**config.mk**
```make
export PLATFORM = sky130hd
export DESIGN_NAME = id_ex_stage
export DESIGN_NICKNAME = d
export VERILOG_FILES = /design/src/rtl/id_ex_stage_pkg.sv /design/src/rtl/id_ex_stage_hazard_detect.sv /design/src/rtl/id_ex_stage.sv
export SDC_FILE = /design/constraint.sdc
export NUM_CORES = 1
export LEC_CHECK = 0
export CAP_MARGIN = 15
export CELL_PAD_IN_SITES_DETAIL_PLACEMENT = 0
export CELL_PAD_IN_SITES_GLOBAL_PLACEMENT = 1
export CORE_MARGIN = 8
export CORE_UTILIZATION = 29
export DETAILED_ROUTE_END_ITERATION = 10
export GPL_TIMING_DRIVEN = 1
export HOLD_SLACK_MARGIN = 0.03
export PLACE_DENSITY = 0.87
export REMOVE_ABC_BUFFERS = 1
export SETUP_SLACK_MARGIN = 0.02
export SYNTH_ARGS = -nofsm -noshare
export SYNTH_HDL_FRONTEND = slang
export SYNTH_SLANG_ARGS = --single-unit
```
**constraint.sdc**
```tcl
create_clock -name clk -period 3.16 [get_ports clk]
set_clock_uncertainty 0.15 [all_clocks]
set_input_delay 0.474 -clock clk [delete_from_list [all_inputs] [get_ports clk]]
set_output_delay 0.474 -clock clk [all_outputs]
set_load 0.02 [all_outputs]
```
**src/rtl/id_ex_stage_pkg.sv**
```systemverilog
// Shared core definitions for the decode/execute boundary: default widths,
// the decoded control-bit bundle and the ALU operation encodings.
package id_ex_stage_pkg;

    localparam int DATA_W_DEF  = 32;
    localparam int ADDR_W_DEF  = 5;
    localparam int ALUOP_W_DEF = 4;

    typedef struct packed {
        logic reg_write;
        logic mem_read;
        logic mem_write;
        logic mem_to_reg;
        logic alu_src;
        logic reg_dst;
    } ctrl_t;

    localparam ctrl_t CTRL_NOP = '0;

    localparam logic [ALUOP_W_DEF-1:0] ALU_AND = 4'h0;
    localparam logic [ALUOP_W_DEF-1:0] ALU_OR  = 4'h1;
    localparam logic [ALUOP_W_DEF-1:0] ALU_ADD = 4'h2;
    localparam logic [ALUOP_W_DEF-1:0] ALU_SUB = 4'h6;
    localparam logic [ALUOP_W_DEF-1:0] ALU_SLT = 4'h7;
    localparam logic [ALUOP_W_DEF-1:0] ALU_NOR = 4'hC;

endpackage

```
**src/rtl/id_ex_stage_hazard_detect.sv**
```systemverilog
// Load-use hazard detector: stalls decode when the load now in execute
// writes a register that the decode instruction reads.
module id_ex_stage_hazard_detect #(
    parameter int ADDR_W = 5
) (
    input  logic              valid_fd,
    input  logic [ADDR_W-1:0] rs_addr_fd,
    input  logic [ADDR_W-1:0] rt_addr_fd,
    input  logic              mem_read_dx,
    input  logic [ADDR_W-1:0] write_reg_addr_dx,
    input  logic              flush_dx,
    output logic              stall_fd
);

    logic src_match;

    // Both sources are compared unconditionally; false stalls are accepted.
    assign src_match = (write_reg_addr_dx == rs_addr_fd) || (write_reg_addr_dx == rt_addr_fd);

    assign stall_fd = valid_fd && mem_read_dx && (write_reg_addr_dx != '0)
                      && src_match && !flush_dx;

endmodule

```
**src/rtl/id_ex_stage.sv**
```systemverilog
// ID/EX pipeline register: captures decoded operands and control, inserts
// bubbles on flush or load-use stall, bypasses write-back data into operands.
module id_ex_stage
    import id_ex_stage_pkg::*;
#(
    parameter int DATA_W  = DATA_W_DEF,
    parameter int ADDR_W  = ADDR_W_DEF,
    parameter int ALUOP_W = ALUOP_W_DEF,
    parameter int CNT_W   = 16
) (
    input  logic               clk,
    input  logic               rst,
    input  logic               valid_fd,
    input  logic [DATA_W-1:0]  pc_plus4_fd,
    input  logic [ADDR_W-1:0]  rs_addr_fd,
    input  logic [ADDR_W-1:0]  rt_addr_fd,
    input  logic [ADDR_W-1:0]  rd_addr_fd,
    input  logic [DATA_W-1:0]  rs_data_fd,
    input  logic [DATA_W-1:0]  rt_data_fd,
    input  logic [DATA_W-1:0]  imm_fd,
    input  logic               reg_write_fd,
    input  logic               mem_read_fd,
    input  logic               mem_write_fd,
    input  logic               mem_to_reg_fd,
    input  logic               alu_src_fd,
    input  logic               reg_dst_fd,
    input  logic [ALUOP_W-1:0] alu_op_fd,
    input  logic               write_reg_mw,
    input  logic [ADDR_W-1:0]  write_reg_addr_mw,
    input  logic [DATA_W-1:0]  write_data_mw,
    input  logic               flush_dx,
    output logic               stall_fd,
    output logic               valid_dx,
    output logic [DATA_W-1:0]  pc_plus4_dx,
    output logic [DATA_W-1:0]  rs_data_dx,
    output logic [DATA_W-1:0]  rt_data_dx,
    output logic [DATA_W-1:0]  imm_dx,
    output logic [ADDR_W-1:0]  rs_addr_dx,
    output logic [ADDR_W-1:0]  rt_addr_dx,
    output logic [ADDR_W-1:0]  write_reg_addr_dx,
    output logic               reg_write_dx,
    output logic               mem_read_dx,
    output logic               mem_write_dx,
    output logic               mem_to_reg_dx,
    output logic               alu_src_dx,
    output logic [ALUOP_W-1:0] alu_op_dx,
    output logic [CNT_W-1:0]   stall_count
);

    ctrl_t              ctrl_fd;
    ctrl_t              ctrl_cap;
    logic               wb_hit_rs;
    logic               wb_hit_rt;
    logic [DATA_W-1:0]  rs_byp;
    logic [DATA_W-1:0]  rt_byp;
    logic [ADDR_W-1:0]  dest_fd;
    logic               load_bubble;

    assign ctrl_fd = '{reg_write:  reg_write_fd,
                       mem_read:   mem_read_fd,
                       mem_write:  mem_write_fd,
                       mem_to_reg: mem_to_reg_fd,
                       alu_src:    alu_src_fd,
                       reg_dst:    reg_dst_fd};

    // An invalid decode slot enters execute with all control cleared.
    assign ctrl_cap = valid_fd ? ctrl_fd : CTRL_NOP;

    assign wb_hit_rs = write_reg_mw && (write_reg_addr_mw != '0) && (write_reg_addr_mw == rs_addr_fd);
    assign wb_hit_rt = write_reg_mw && (write_reg_addr_mw != '0) && (write_reg_addr_mw == rt_addr_fd);
    assign rs_byp    = wb_hit_rs ? write_data_mw : rs_data_fd;
    assign rt_byp    = wb_hit_rt ? write_data_mw : rt_data_fd;
    assign dest_fd   = ctrl_fd.reg_dst ? rd_addr_fd : rt_addr_fd;

    assign load_bubble = flush_dx || stall_fd;

    id_ex_stage_hazard_detect #(.ADDR_W(ADDR_W)) u_hazard_detect (
        .valid_fd          (valid_fd),
        .rs_addr_fd        (rs_addr_fd),
        .rt_addr_fd        (rt_addr_fd),
        .mem_read_dx       (mem_read_dx),
        .write_reg_addr_dx (write_reg_addr_dx),
        .flush_dx          (flush_dx),
        .stall_fd          (stall_fd)
    );

    always_ff @(posedge clk) begin
        if (rst || load_bubble) begin
            valid_dx          <= 1'b0;
            pc_plus4_dx       <= '0;
            rs_data_dx        <= '0;
            rt_data_dx        <= '0;
            imm_dx            <= '0;
            rs_addr_dx        <= '0;
            rt_addr_dx        <= '0;
            write_reg_addr_dx <= '0;
            reg_write_dx      <= 1'b0;
            mem_read_dx       <= 1'b0;
            mem_write_dx      <= 1'b0;
            mem_to_reg_dx     <= 1'b0;
            alu_src_dx        <= 1'b0;
            alu_op_dx         <= '0;
        end else begin
            valid_dx          <= valid_fd;
            pc_plus4_dx       <= pc_plus4_fd;
            rs_data_dx        <= rs_byp;
            rt_data_dx        <= rt_byp;
            imm_dx            <= imm_fd;
            rs_addr_dx        <= valid_fd ? rs_addr_fd : '0;
            rt_addr_dx        <= valid_fd ? rt_addr_fd : '0;
            write_reg_addr_dx <= valid_fd ? dest_fd : '0;
            reg_write_dx      <= ctrl_cap.reg_write;
            mem_read_dx       <= ctrl_cap.mem_read;
            mem_write_dx      <= ctrl_cap.mem_write;
            mem_to_reg_dx     <= ctrl_cap.mem_to_reg;
            alu_src_dx        <= ctrl_cap.alu_src;
            alu_op_dx         <= valid_fd ? alu_op_fd : '0;
        end
    end

    always_ff @(posedge clk) begin
        if (rst) begin
            stall_count <= '0;
        end else if (stall_fd && (stall_count != '1)) begin
            stall_count <= stall_count + {{(CNT_W-1){1'b0}}, 1'b1};
        end
    end

endmodule

```
==> results of run 1 <==
-- per-stage QoR --
stage                     total power [mW]  util [%]  hold WS, ns
after floorplan                       2.50         -        0.393
after global placement                2.99      49.3        0.358
after detailed placement              3.00      49.3        0.378
after CTS                             5.18      52.3        0.388
after global routing                  5.32      52.3        0.437
final                                 5.11      52.3        0.385
-- per-layer routing --
metal | part of all wire, % | GRT usage (%)
met1 | 41 | 19.5
met2 | 50 | 30.3
met3 | 7.1 | 6.02
met4 | 2.2 | 6.12
met5 | 0 | 0
-- cells in the final DEF, fill, tap and decap left out, drive strengths merged, types with 2 or more instances in the layout --
cell type        n
mux2i           37
o31a             3
nand2           73
nand3b           2
dfxtp          169
clkinv           4
nand4            5
and2            64
buf             18
o211ai           2
mux2             7
nand3            9
o21ai            3
or4b             2
a21oi           37
inv             10
nor4             8
clkdlybuf4s50  364
xnor2            8
and3            19
nor2            52
xor2            12
or4              6
nor3            11
clkbuf          18
bufinv           3
or3              3
o21ba            2
o31ai            4
nor2b            7
-- power breakdown --
part / total, mW / internal [mW] / switching, mW
registers: 2.23 / 2.21 / 0.0222
logic: 0.715 / 0.418 / 0.297
clock network: 2.17 / 1.27 / 0.900
-- registers in the layout, indices dropped and copies added (netlist names), 4 cells and up --
register / cells
rs_addr_dx: 5
alu_op_dx: 4
write_reg_addr_dx: 5
rs_data_dx: 32
imm_dx: 32
pc_plus4_dx: 32
rt_data_dx: 32
stall_count: 16
rt_addr_dx: 5
-- area by class of cell --
class	count	share of cell area [%]
antenna	1	0.0236
clock buffer	18	4.04
clock inverter	14	1.76
inverter	4	0.141
multi-input combinational	383	22.7
sequential	169	31.9
tap	270	3.18
timing repair buffer	382	36.3
-- tightest hold or removal path, stage by stage (launching register included) --
cell     delay [ns]
dfxtp_1        0.35
o31ai_1        0.08
a21oi_1        0.06
-- logic make-up after synthesis --
| kind of cell | Yosys count | synth area share (%) |
|---|---|---|
| AOI/OAI and AO/OA | 54 | 5.59 |
| muxes | 44 | 7.71 |
| buffers and inverters | 39 | 4.13 |
| xor gates and xnor gates | 20 | 2.91 |
| DFF | 169 | 56.2 |
| adders and majority gates | 1 | 0.208 |
| and+or+nand+nor | 264 | 23.3 |
-- how the worst max path moves through the flow --
stage                        end  slack [ns]  cells after the start
floorplan           alu_op_dx[0]       -0.43                      5
global placement        stall_fd        0.24                      6
detailed placement      stall_fd        0.24                      6
CTS                     stall_fd        0.22                      6
global route            stall_fd        0.07                      6
finish                  stall_fd        0.23                      6
==> summary.txt, run 1 <==
GR Util All Layers: 17.5%
Routed Antenna Nets: 0
Clock-pin slew on the worst setup and hold paths: 0.07 ns
Worst EP arrival: 2.30 ns
Synth top area share: 56.2%
Filler instances: 1883
Hold Path Class: flip-flop to flip-flop
Post-synthesis to final-layout area growth: 76.3%
Die area: 25600 um^2
DRT iter0 DRCs: 228
Hold endpoint: stall_count[13]
Gp weighted congestion: 0.827
Top area cells in the synthesized netlist: dfxtp_1, and2_1, mux2i_1, nand2_1, nor2_1
Die width: 160 um
CTS-repair resized insts: 0
Slowest cell on crit path: clkdlybuf4s50_1
Total setup buffers inserted after CTS: 0
Initial DRT Pass Iterations: 4
Most frequent cell after synthesis: dfxtp_1
Worst-Margin Slew: 0.489 ns
Setup TNS: 0 ns
FF-to-FF path depth: 7
Core ar.: 20300 um^2
Register area: 3380 um^2
Worst r2r dst: rt_data_dx[25]
NumNets Final: 1153
CP max stage delay: 0.65 ns
Remaining global-route overflow: 0
Drc violations: 0
Longest Clk Path Bufs: 2
Hold Path Cell Cnt: 2
Reg2reg setup slack: 0.97 ns
Post-Syn Area: 6020 um^2
Final cell count without fillers: 1241
Starting Density: 29.7%
DP Worst Slack: 0.242 ns
Critical path origin: rs_addr_fd[0]
Wire per inst: 18.6 um
Largest net degree at the start of global routing: 71
Worst slew margin: 67.2%
Area of the multi-input gates: 2410 um^2
Critical Path Fanout Max: 3
Worst r2r src: write_reg_addr_dx[0]
Sink Count: 169
Fin crit share: 92.6%
Final WS setup: 0.234 ns
Commonest cells post-synth: dfxtp_1, nand2_1, and2_1
I/O Buffers: 364
Post-CTS Hold Fix Bufs: 0
First-pass GRT wire length: 34.6 mm
Root buf cell: clkbuf_16
Register area share after synthesis: 56.2%
Die H: 160 um
Leakage: 4.07 nW
Post-DP HPWL: 18.2 mm
Main synth FF type: dfxtp_1
Clk_lat worst skew: 0.42 ns
Status: complete, no violations
Ys async rst share: 0%
CP startpoint kind: primary input
Tmin final: 2.93 ns
Ports: 365
Initial antenna violation count: 3
Endpoints failing hold: 0
Synthesized area per cell: 10.2 um^2
Num rows: 52
Synth cell types: 51
Dpl cells: 1208
Critical path class: primary input to primary output
Leading area contributor after synthesis: dfxtp_1
Pwr dens: 481 nW/um^2
Worst Path Required: 2.54 ns
Setup-failing EPs final: 0
Max-slew violation count: 0
Layout cells sized above 1: 7.63%
Crit-path cells: clkdlybuf4s50_1, xor2_1, nor3_1, a22oi_2, nor3_1, clkdlybuf4s50_1
Worst Setup End Kind: primary output
Vias in the first global route: 5448
DP Area: 10000 um^2
Cells after Synth: 591
Max Cap Violations: 0
TritonCTS Buffers: 17
IR drop worst, VDD: 0.000301 V
Fmax: 342 MHz
Vias: 5453
Design area: 10600 um^2
CP top delay family: buffers and inverters
Number of flops mapped to enable cells by yosys: 0
RSZ-0062 raised after global routing: false
Hold path start: stall_count[13]
Total Wirelength: 23.1 mm
Synthesized flop and latch total: 169
CTS tree: built
H-Tree Depth: 4
Via/cell ratio: 4.39
Worst path bufs/invs: 2
Warnings, synthesis: 0
(Power assumes the default switching activity.)
==> run 2, diff against run 1 <==
- REMOVE_ABC_BUFFERS: 1 -> not set
==> summary.txt, run 2 (synthesis gave the netlist of run 1 again) <==
Worst r2r src: write_reg_addr_dx[1]
Layout cells sized above 1: 8.49%
Vias in the first global route: 5651
Net Sw Frac: 26.4%
Total setup buffers inserted after CTS: 0
CTS-repair resized insts: 1
Status: complete, no violations
Post-synthesis to final-layout area growth: 77.3%
Hold Path Cell Cnt: 2
Worst r2r dst: mem_to_reg_dx
Crit-path cells: clkdlybuf4s50_1, xor2_1, nor3_1, buf_4, a22oi_2, nor3_1, dlygate4sd2_1
Clock power frac: 41.6%
Setup-failing EPs final: 0
Worst Path Required: 2.54 ns
Worst Setup End Kind: primary output
Wire per inst: 19.1 um
Filler instances: 1891
Fin crit share: 90.7%
Total power: 5.06 mW
Fmax: 349 MHz
Die area: 25600 um^2
Most frequent CP cell: nor3_1
Pwr dens: 474 nW/um^2
Total Wirelength: 23.9 mm
Drc violations: 0
Core ar.: 20300 um^2
Flop pwr share: 44.1%
Post-CTS Hold Fix Bufs: 0
Ports: 365
GR Util All Layers: 17.9%
Routed Antenna Nets: 0
TritonCTS Buffers: 17
Initial antenna violation count: 4
CP max stage delay: 0.44 ns
Largest net degree at the start of global routing: 84
Logic pwr share: 14.3%
Leakage: 4.11 nW
Hold WS: 0.389 ns
CTS tree: built
First-pass GRT wire length: 35.1 mm
Longest Clk Path Bufs: 2
Critical Path Fanout Max: 2
Worst slew margin: 63.5%
Clock-pin slew on the worst setup and hold paths: 0.08 ns
Int Pwr: 3.72 mW
Starting Density: 29.7%
Critical path origin: rt_addr_fd[1]
Register area: 3380 um^2
Area of the multi-input gates: 2410 um^2
Die width: 160 um
Root buf cell: clkbuf_16
RSZ-0062 raised after global routing: false
Die H: 160 um
Num rows: 52
Hold Path Class: flip-flop to flip-flop
Most frequent cells in the layout: clkdlybuf4s50_1, dfxtp_1, nand2_1
Net Switching: 1.34 mW
Max-slew violation count: 0
Worst-Margin Slew: 0.544 ns
Setup crit end: stall_fd
Worst EP arrival: 2.24 ns
Reg2reg setup slack: 0.78 ns
FF-to-FF path depth: 8
H-Tree Depth: 4
Clk_lat worst skew: 0.42 ns
IR drop worst, VDD: 0.000350 V
Endpoints failing hold: 0
Critical path class: primary input to primary output
Remaining global-route overflow: 0
Gp weighted congestion: 0.792
Post-synthesis net count: 787
Slowest cell on crit path: clkdlybuf4s50_1
NumNets Final: 1161
Max Cap Violations: 0
CP startpoint kind: primary input
Sink Count: 169
I/O Buffers: 364
Most common cell after layout, fill and taps aside: clkdlybuf4s50_1
Via/cell ratio: 4.38
Tmin final: 2.87 ns
Vias: 5482
Post-DP HPWL: 19.0 mm
DRT iter0 DRCs: 255
Initial DRT Pass Iterations: 4
==> run 2: changes by cell type in the layout (fill, tap and decap cells not counted), sizes merged <==
cell and delta:
clkdlybuf4s50 -1, diode +3, buf +8, clkinv +4
dlygate4sd2 +1, clkinvlp -1, bufinv -3
==> run 2: power groups by stage <==
| stage | registers, mW | clock network (mW) | logic [mW] |
|---|---|---|---|
| 2_1_floorplan | 2.37 | 0 | 0.153 |
| 3_3_place_gp | 2.28 | 0 | 0.725 |
| 3_5_place_dp | 2.28 | 0 | 0.730 |
| 4_1_cts | 2.23 | 2.16 | 0.734 |
| 5_1_grt | 2.23 | 2.26 | 0.770 |
| 6_report | 2.23 | 2.10 | 0.725 |
==> run 2: worst min path at each step <==
stage                      end             from
2_1_floorplan  stall_count[15]  stall_count[15]
3_3_place_gp    stall_count[1]   stall_count[1]
3_5_place_dp    stall_count[1]   stall_count[1]
4_1_cts         stall_count[1]   stall_count[1]
5_1_grt             imm_dx[31]       imm_fd[31]
6_report        stall_count[1]   stall_count[1]
==> run 2: worst max-delay path, delay by kind of cell <==
kind | cells | cell delay (ns)
AND/OR/NAND/NOR | 2 | 0.55
XOR/XNOR | 1 | 0.18
AO/OA/AOI/OAI | 1 | 0.05
buffers and inverters | 3 | 0.99
==> run 2: metrics by stage <==
step | setup TNS, ns | utilization [%] | area, um^2 | setup slack [ns] | std cells
6_report | 0 | 52.6 | 10700 | 0.293 | 1252
5_1_grt | 0 | 52.6 | 10700 | 0.150 | 1252
4_1_cts | 0 | 52.6 | 10700 | 0.272 | 1248
3_5_place_dp | -0.00957 | 49.6 | 10100 | -0.00957 | 1216
3_3_place_gp | -0.0653 | 49.6 | 10100 | -0.0653 | 1216
2_1_floorplan | 0 | - | 6020 | 0.663 | 591
==> run 2: area by class of cell <==
cell class                      count  share of cell area [%]
Timing Repair Buffer              390                    36.6
Sequential cell                   169                    31.7
Multi-Input combinational cell    383                    22.6
Clock buffer                       18                    4.11
Tap cell                          270                    3.16
Clock inverter                     14                    1.59
Inverter                            4                   0.141
Antenna cell                        4                  0.0937
==> run 2: metal layers <==
metal | up-vias | share of wire [%] | GRT usage [%] | routed length, um
li1 | 2718 | - | - | -
met3 | 21 | 7.2 | 5.55 | 1720
met1 | 2525 | 39 | 19.8 | 9390
met5 | - | 0 | 0 | 0
met2 | 218 | 52 | 31.9 | 12400
met4 | 0 | 1.8 | 6.24 | 427
